$ cat config.mk
export PLATFORM = sky130hd
export DESIGN_NAME = image_capture
export DESIGN_NICKNAME = d
export VERILOG_FILES = /design/src/rtl/image_pkg.sv /design/src/rtl/bmp_addr_gen.sv /design/src/rtl/image_capture.sv
export SDC_FILE = /design/constraint.sdc
export NUM_CORES = 1
export LEC_CHECK = 0
export ABC_AREA = 1
export CAP_MARGIN = 10
export CORE_AREA = 2 2 103 105
export DETAILED_ROUTE_END_ITERATION = 6
export DIE_AREA = 0 0 105 107
export PLACE_DENSITY = 0.84
export SETUP_SLACK_MARGIN = 0.4
export SYNTH_ARGS = -nofsm -noshare
export SYNTH_HDL_FRONTEND = slang
export SYNTH_HIERARCHICAL = 1
export SYNTH_SLANG_ARGS = --single-unit
$ cat constraint.sdc
create_clock -name HCLK -period 2.16 [get_ports HCLK]
set_input_delay 0.216 -clock HCLK [delete_from_list [all_inputs] [get_ports HCLK]]
set_output_delay 0.216 -clock HCLK [all_outputs]
set_load 0.005 [all_outputs]
$ cat src/rtl/image_pkg.sv
// -----------------------------------------------------------------------------
// image_pkg
// Shared definitions for the frame-capture path:
//   DEFAULT_WIDTH / DEFAULT_HEIGHT : default image geometry in pixels / lines
//   BMP_HEADER_NUM                 : byte length of a BMP file header
//   capture_state_t                : capture FSM state encoding
// -----------------------------------------------------------------------------
package image_pkg;

   localparam int DEFAULT_WIDTH  = 768;
   localparam int DEFAULT_HEIGHT = 512;
   localparam int BMP_HEADER_NUM = 54;

   typedef enum logic [1:0] {
      IDLE = 2'd0,
      LINE = 2'd1,
      GAP  = 2'd2,
      DONE = 2'd3
   } capture_state_t;

endpackage

$ cat src/rtl/bmp_addr_gen.sv
// -----------------------------------------------------------------------------
// bmp_addr_gen
// Maps a (row, col) pixel-pair position to a bottom-up frame-memory word
// address, so line 0 lands in the last line of memory as BMP files expect:
//   addr = (HEIGHT-1-row) * (WIDTH/2) + col
// Ports:
//   row  : in,  current line index 0..HEIGHT-1
//   col  : in,  current pair index 0..WIDTH/2-1
//   addr : out, word address (combinational)
// -----------------------------------------------------------------------------
module bmp_addr_gen
   import image_pkg::*;
#(
   parameter int WIDTH  = DEFAULT_WIDTH,
   parameter int HEIGHT = DEFAULT_HEIGHT,
   parameter int AW     = $clog2(WIDTH * HEIGHT / 2),
   parameter int CW     = $clog2(WIDTH / 2),
   parameter int RW     = $clog2(HEIGHT)
)(
   input  logic [RW-1:0] row,
   input  logic [CW-1:0] col,
   output logic [AW-1:0] addr
);

   localparam logic [AW-1:0] LAST_ROW  = AW'(HEIGHT - 1);
   localparam logic [AW-1:0] LINE_PAIRS = AW'(WIDTH / 2);

   // All operands widened to the full address width before the multiply so
   // nothing is truncated for large frames.
   assign addr = (LAST_ROW - AW'(row)) * LINE_PAIRS + AW'(col);

endmodule

$ cat src/rtl/image_capture.sv
// -----------------------------------------------------------------------------
// image_capture
// Captures one frame of pixel pairs into frame memory, one 48-bit word per
// pair, lines stored bottom-up. The frame ends after the last pair of the last
// line; further input is ignored until reset.
// Ports:
//   HCLK, HRESET          : clock, synchronous active-high reset
//   HSYNC                 : 1 = valid pixel pair this cycle, 0 = line gap
//   DATA_WRITE_R0/G0/B0   : even pixel
//   DATA_WRITE_R1/G1/B1   : odd pixel
//   mem_we/addr/wdata     : registered frame-memory write port
//   Write_Done            : sticky, frame fully stored
//   frame_err             : sticky, a line ended early
// Configuration macro:
//   BGR_ORDER_EN : pack each pixel B,G,R in ascending byte order (BMP order);
//                  when undefined, byte 0 is R0.
// -----------------------------------------------------------------------------
module image_capture
   import image_pkg::*;
#(
   parameter int WIDTH  = DEFAULT_WIDTH,
   parameter int HEIGHT = DEFAULT_HEIGHT
)(
   input  logic                               HCLK,
   input  logic                               HRESET,
   input  logic                               HSYNC,
   input  logic [7:0]                         DATA_WRITE_R0,
   input  logic [7:0]                         DATA_WRITE_G0,
   input  logic [7:0]                         DATA_WRITE_B0,
   input  logic [7:0]                         DATA_WRITE_R1,
   input  logic [7:0]                         DATA_WRITE_G1,
   input  logic [7:0]                         DATA_WRITE_B1,
   output logic                               mem_we,
   output logic [$clog2(WIDTH*HEIGHT/2)-1:0]  mem_addr,
   output logic [47:0]                        mem_wdata,
   output logic                               Write_Done,
   output logic                               frame_err
);

   localparam int AW = $clog2(WIDTH * HEIGHT / 2);
   localparam int CW = $clog2(WIDTH / 2);
   localparam int RW = $clog2(HEIGHT);

   capture_state_t state_reg, state_next;
   logic [CW-1:0]  col_reg, col_next;
   logic [RW-1:0]  row_reg, row_next;
   logic           sample, last_pair, err_set;
   logic           col_last, row_last;
   logic [AW-1:0]  pair_addr;
   logic [47:0]    pair_data;

   logic           we_reg;
   logic [AW-1:0]  addr_reg;
   logic [47:0]    wdata_reg;
   logic           done_reg;
   logic           err_reg;

`ifdef BGR_ORDER_EN
   assign pair_data = {DATA_WRITE_R1, DATA_WRITE_G1, DATA_WRITE_B1,
                       DATA_WRITE_R0, DATA_WRITE_G0, DATA_WRITE_B0};
`else
   assign pair_data = {DATA_WRITE_B1, DATA_WRITE_G1, DATA_WRITE_R1,
                       DATA_WRITE_B0, DATA_WRITE_G0, DATA_WRITE_R0};
`endif

   bmp_addr_gen #(
      .WIDTH  (WIDTH),
      .HEIGHT (HEIGHT),
      .AW     (AW),
      .CW     (CW),
      .RW     (RW)
   ) u_addr_gen (
      .row  (row_reg),
      .col  (col_reg),
      .addr (pair_addr)
   );

   assign col_last = (col_reg == CW'(WIDTH / 2 - 1));
   assign row_last = (row_reg == RW'(HEIGHT - 1));

   always_ff @(posedge HCLK) begin
      if (HRESET) begin
         state_reg <= IDLE;
      end else begin
         state_reg <= state_next;
      end
   end

   always_comb begin
      state_next = state_reg;
      col_next   = col_reg;
      row_next   = row_reg;
      sample     = 1'b0;
      last_pair  = 1'b0;
      err_set    = 1'b0;

      case (state_reg)
         IDLE:    if (HSYNC)  state_next = LINE;
         LINE:    if (!HSYNC) state_next = GAP;
         GAP:     if (HSYNC)  state_next = LINE;
         default: state_next = DONE;
      endcase

      if (state_reg != DONE) begin
         if (HSYNC) begin
            sample = 1'b1;
            if (col_last) begin
               col_next = '0;
               // Row wrap keeps the address in range; after the final pair
               // the FSM parks in DONE so the wrapped row is never used.
               row_next = row_last ? '0 : row_reg + 1'b1;
               if (row_last) begin
                  last_pair  = 1'b1;
                  state_next = DONE;
               end
            end else begin
               col_next = col_reg + 1'b1;
            end
         end else if (state_reg == LINE && col_reg != '0) begin
            // Line ended early: drop the partial line and realign on the next.
            err_set  = 1'b1;
            col_next = '0;
            row_next = row_last ? '0 : row_reg + 1'b1;
         end
      end
   end

   always_ff @(posedge HCLK) begin
      if (HRESET) begin
         col_reg   <= '0;
         row_reg   <= '0;
         we_reg    <= 1'b0;
         addr_reg  <= '0;
         wdata_reg <= '0;
         done_reg  <= 1'b0;
         err_reg   <= 1'b0;
      end else begin
         col_reg <= col_next;
         row_reg <= row_next;
         we_reg  <= sample;
         if (sample) begin
            addr_reg  <= pair_addr;
            wdata_reg <= pair_data;
         end
         // Set together with the final write strobe.
         if (last_pair) done_reg <= 1'b1;
         if (err_set)   err_reg  <= 1'b1;
      end
   end

   assign mem_we     = we_reg;
   assign mem_addr   = addr_reg;
   assign mem_wdata  = wdata_reg;
   assign Write_Done = done_reg;
   assign frame_err  = err_reg;

endmodule

==> impl_metrics.toml, run 1 <==
[outcome]
outcome = "finished, violations left"
failed_checks = "DRC"

[synth]
avgSynthCellArea_um2 = 7.07
async_flop_share = 0
syn_nets = 691
synth_area_mm2 = 0.00440
synth_edf_count = 0
yosys_warnings = 6
synthCells = 622
ys.flop_type = "dfxtp_1"
synth_cell_types = 35
ys_seq_elements = 89
seq_area_frac_synth = 0.405

[placement]
portBuffers = 119
place_congestion = 0.858
hpwl_um = 8450
dp.cells = 858
placed_area_mm2 = 0.00570
place_ws_ps = 33.8

[routing]
drtIter0Drc = 330
ant_nets = 0
wl_met3_um = 939
wl_met1_um = 4940
topRoutingLayerUsed = "met4"
via_per_inst = 5.11
first_pass_iters = 7
wl_per_cell_um = 14.0
wl_met2_um = 6170
vias = 4550
drt-total-wl_um = 12400
drc = 1

[worst_hold_path]
hp-class = "register to register"

[sta]
whs_ps = 456
worst_pin_slew_ps = 429
timing.final.crit_share = 0.980
slew_headroom = 0.714
skew_ps = 13.2
setup_viol = 0
fmax_mhz = 472
grt_setup_unrepaired = "yes"
setup_ws_ps = 42.7
slew_violations = 0
period_minus_slack_ps = 2120
finalHoldViolCount = 0

[floorplanning]
die_w_um = 105
dieArea_mm2 = 0.0112
die_h_um = 107
rows = 37
initial_core_util = 0.436
core-area_mm2 = 0.0101
pin_count = 120

[layout]
drive_gt1_frac = 0.146
finalNonFillerCells = 890
post-route-cell-area_mm2 = 0.00612
diodes = 0
fill_cells = 811
register_area_mm2 = 0.00179
syn2layout_area_growth_pct = 39.1
multi_input_area_mm2 = 0.00228
finalNetCount = 818
largest_reg_flops = 48

[critical_path]
cp-start-kind = "register"
crit_type = "register to register"
end_kind = "register"
crit_arrival_ps = 2370
worstPathMaxFanout = 3
required_ps = 2410

[clock_tree]
cts_tree = "built"
cts_sinks = 89
clk_latency_ps = 360
cts_made_buffers = 9
clk_path_buf_depth = 2
htree_num_levels = 3
cts-root-buf = "clkbuf_8"
clk_pin_slew_ps = 90

[global_routing]
antenna_found_initial = 0
grt_overflow = 0
first_global_vias = 4391
grt_usage = 0.208
grt_max_degree = 50
grt_pass1_wl_um = 19400

[power_and_ir_drop]
power.density_mw_per_mm2 = 583
vdd_ir_drop_max_uv = 316
p_leak_uw = 0.00257

[job]
cap_violations = 0
-- path summary, 6_finish.rpt --
check / start / endpoint / slack [ps] / depth (start not counted)
worst min register to register: Write_Done / Write_Done / 460 / 2
worst max register to register: row_reg[0] / mem_addr[16] / 40 / 17
worst max-delay path: row_reg[0] / mem_addr[16] / 40 / 17
worst min-delay path: Write_Done / Write_Done / 460 / 2
-- routing by layer --
layer  GRT usage  vias to the layer above
met5           0                        -
met4      0.0886                        0
met3      0.0578                       41
met2       0.375                      215
met1       0.230                     2100
li1            -                     2194
-- power breakdown --
group          total (uW)  switching [uW]  internal, uW
combinational         641             290           351
sequential           1790            54.6          1740
clock                1130             586           547
-- through the flow --
step,util,power [uW],TNS (ps)
after detailed placement,0.565,2440,0
after global placement,0.565,2420,0
after CTS,0.597,3570,0
after global routing,0.606,3710,-195
after floorplan,-,2110,0
final,0.606,3570,0
-- critical path, stage by stage, from the launching register on --
cell and delay (ps):
dfxtp_4 370, inv_4 60, ha_4 130, inv_2 30, fa_2 360, inv_2 90
nand2_4 60, nand2_4 70, nand2_2 50, nand2_2 80, nand2_4 60, nand3b_4 160
nor2_4 140, nand2_1 70, nand2_1 60, nand2_1 50, o21ai_1 120, nor2_1 50
-- Yosys cell counts (2+ instances only) --
| master | number | area (um2) |
|---|---|---|
| nand2_4 | 4 | 45.0 |
| clkbuf_1 | 12 | 45.0 |
| dfxtp_1 | 89 | 1780 |
| nand3_1 | 25 | 125 |
| o21ai_2 | 2 | 17.5 |
| o21ai_0 | 66 | 330 |
| nor2_1 | 160 | 601 |
| nand4_1 | 4 | 25.0 |
| nand2_1 | 91 | 342 |
| o31ai_1 | 2 | 15.0 |
| a21oi_1 | 18 | 90.1 |
| buf_4 | 9 | 67.6 |
| inv_1 | 57 | 214 |
| buf_6 | 4 | 45.0 |
| fa_1 | 2 | 40.0 |
| nand3_2 | 3 | 30.0 |
| nor3_1 | 4 | 20.0 |
| nor2_4 | 4 | 45.0 |
| o21ai_1 | 6 | 30.0 |
| inv_2 | 6 | 22.5 |
| xor2_1 | 6 | 52.6 |
| nand2_2 | 12 | 75.1 |
| or2_2 | 2 | 12.5 |
| nor2_2 | 4 | 25.0 |
| ha_1 | 16 | 200 |
| buf_2 | 5 | 25.0 |
-- timing repair --
| item | 4_1_cts | 5_1_grt |
|---|---|---|
| setup endpoints to repair | 18 | 21 |
| pin swaps | 11 | 15 |
| resized for setup | 10 | 15 |
| setup buffers | 11 | 5 |
| hold buffers | 0 | 0 |
-- kinds of logic after synthesis --
logic type	after synthesis	synth area share
adder cells (fa/ha/maj)	18	0.0546
AO/OA/AOI/OAI	96	0.114
XOR/XNOR	7	0.0139
AND/OR/NAND/NOR	316	0.314
flip-flops	89	0.405
buffers and inverters	96	0.0985
-- layout by cell type, fill, tap and decap left out, types with 4 or more instances in the layout --
cell type,count
ha_1,13
buf_4,24
dfxtp_1,85
a21oi_1,17
o21ai_1,11
nor2_1,158
nand2_4,6
xor2_1,6
o21ai_0,60
nand3_1,25
inv_1,51
nand2_2,13
nand4_1,4
nor2_2,5
nor2_4,5
clkdlybuf4s50_1,119
inv_2,11
clkbuf_8,13
nand2_1,87
-- layout make-up --
cell class,count,share of cell area
clock buffer,13,0.0292
clock inverter,3,0.00368
inverter,65,0.0405
multi-input combinational,437,0.373
sequential,89,0.292
tap,136,0.0278
timing repair buffer,147,0.233
Note: power is estimated with default switching activity, not from simulation.
==> run 2: changes to the inputs <==
ABC_AREA = default   (was 1)
PLACE_DENSITY = 0.83   (was 0.84)
==> run 2 against run 1 <==
Against the previous run: the flow finishes with violations (setup timing); largest power group unchanged; non-clock buffer count up 39; utilization is 4.4 points higher; sequential power down 2%; critical path type unchanged; critical endpoint is now mem_addr[17]; final cell count shrank 7.9%.
==> impl_metrics.toml, run 2 <==
[floorplanning]
die_w_um = 105
rows = 37
dieArea_mm2 = 0.0112
initial_core_util = 0.425
die_h_um = 107
pin_count = 120
core-area_mm2 = 0.0101

[critical_path]
required_ps = 2450
critical_path.startpoint = "row_reg[1]"
crit_type = "register to register"
worstPathMaxFanout = 2
rr_worst_depth = 12
cp-start-kind = "register"
r2r_start = "row_reg[1]"
crit_arrival_ps = 2860
regToRegSetupSlack_ps = -410
end_kind = "register"

[sta]
period_minus_slack_ps = 2570
setup_viol = 4
finalHoldViolCount = 0
slew_headroom = 0.673
grt_setup_unrepaired = "yes"
worst_pin_slew_ps = 486
skew_ps = 11.2
fmax_mhz = 390
setup_ws_ps = -407
slew_violations = 0
timing.final.crit_share = 1.19

[clock_tree]
clk_pin_slew_ps = 100
cts-root-buf = "clkbuf_8"
postCtsHoldBufs = 0
clk_latency_ps = 360
clk_path_buf_depth = 2
cts_sinks = 89
cts_tree = "built"
cts_made_buffers = 9
htree_num_levels = 3

[global_routing]
grt_pass1_wl_um = 20100
antenna_found_initial = 0
grt_overflow = 0
first_global_vias = 4290
grt_usage = 0.216
grt_max_degree = 73

[power_and_ir_drop]
p_sw_frac = 0.255
power_switching_uw = 879
vdd_ir_drop_max_uv = 434
seqPwrFrac = 0.509
intPower_uw = 2560
comb_power_share = 0.140
power_uw = 3440
power_frac_clock = 0.351
power.density_mw_per_mm2 = 524
p_leak_uw = 0.00259

[synth]
synth_compound_area_frac = 0.203
synth_top_family_by_area = "simple AND/OR/NAND/NOR gates"
async_flop_share = 0
synth-xor-area-share = 0.0361
syn_nets = 589
synth_most_common_cell = "nand2_1"
ys_top_cells_by_count = "nand2_1, dfxtp_1, a21oi_1, inv_1, ha_1"
seq_area_frac_synth = 0.415
synth_cell_types = 65
synthMuxAreaShare = 0.00233
yosys.area_share.simple = 0.226
synth_area_mm2 = 0.00429
yosys.area.top_type_share = 0.415
avgSynthCellArea_um2 = 8.26
yosys_warnings = 6
synth_top_area_cell = "dfxtp_1"
synth_fa_ha_area_frac = 0.0560
synth_area_leaders = "dfxtp_1, nand2_1, a21oi_1"
synth_edf_count = 0
ys.flop_type = "dfxtp_1"
synthCells = 520
ys_seq_elements = 89

[layout]
finish.utilization = 0.650
largest_reg_flops = 48
post-route-cell-area_mm2 = 0.00656
syn2layout_area_growth_pct = 52.8
diodes = 0
finalNetCount = 748
final_common_cell = "nand2_1"
mostFrequentLayoutCells = "nand2_1, clkdlybuf4s50_1, dfxtp_1, a21oi_1, buf_4"
drive_gt1_frac = 0.227

[placement]
placed_area_mm2 = 0.00591
hpwl_um = 7830
place_congestion = 0.842
portBuffers = 119

[outcome]
outcome = "finished, violations left"
failed_checks = "setup timing"

[routing]
wl_per_cell_um = 15.3
first_pass_iters = 7
drt-total-wl_um = 12600
drtIter0Drc = 311
vias = 4341
via_per_inst = 5.29
drc = 0
ant_nets = 0

[worst_hold_path]
worstHoldStart = "HRESET"
hp-class = "input port to register"
holdPathStages = 2

[job]
cap_violations = 0
[run 2: area by class of cell]
class	count	area (um2)
fillers	802	3530
clock buffers	10	138
repair buffers	186	1760
well taps	136	170
flip-flops and latches	89	1790
clock inverters	6	72.6
multi-input cells	376	2560
inverters	17	66.3
[run 2: power groups by stage]
stage / Clock, uW / Sequential (uW) / Combinational (uW)
floorplan: 0 / 1790 / 178
global placement: 0 / 1780 / 445
detailed placement: 0 / 1790 / 458
CTS: 1230 / 1750 / 473
global route: 1300 / 1760 / 525
finish: 1210 / 1750 / 483
[run 2: critical path: stages (launching register included)]
cell	delay (ps)
dfxtp_4	370
inv_4	60
ha_4	130
inv_2	40
fa_2	370
nor2b_4	170
o2111ai_2	160
a31o_1	200
a41o_1	220
or3_1	330
o311ai_2	210
nand2_1	90
a21oi_1	150
[run 2: kinds of logic after synthesis]
kind of cell               after synthesis
adders and majority gates               18
and+or+nand+nor                        208
xor gates and xnor gates                16
AOI/OAI and AO/OA                      133
muxes                                    1
DFF                                     89
buffers and inverters                   55
[run 2: path summary, 6_finish.rpt]
kind | end
worst min-delay path | mem_addr[13]
worst max-delay path | mem_addr[17]
worst min register to register | mem_wdata[21]
worst max register to register | mem_addr[17]
[run 2: metal layers]
| layer | track usage | share of wire |
|---|---|---|
| met3 | 0.0620 | 0.070 |
| met1 | 0.248 | 0.39 |
| met2 | 0.391 | 0.51 |
| met5 | 0 | 0 |
| met4 | 0.0571 | 0.022 |
[run 2: repair_timing]
action,in CTS,in global routing
setup endpoints to repair,21,23
pin swaps,22,10
setup buffers,13,5
gates resized for setup,40,24
[run 2: through the flow]
stage          instances  worst slack, ps  setup TNS, ps  hold WS [ps]
6_report             820             -407           -943           300
5_1_grt              820             -475          -1590           308
4_1_cts              815             -332           -814           284
3_3_place_gp         786             -241           -434           441
3_5_place_dp         786             -319           -706           448
2_1_floorplan        520             -232           -257           333
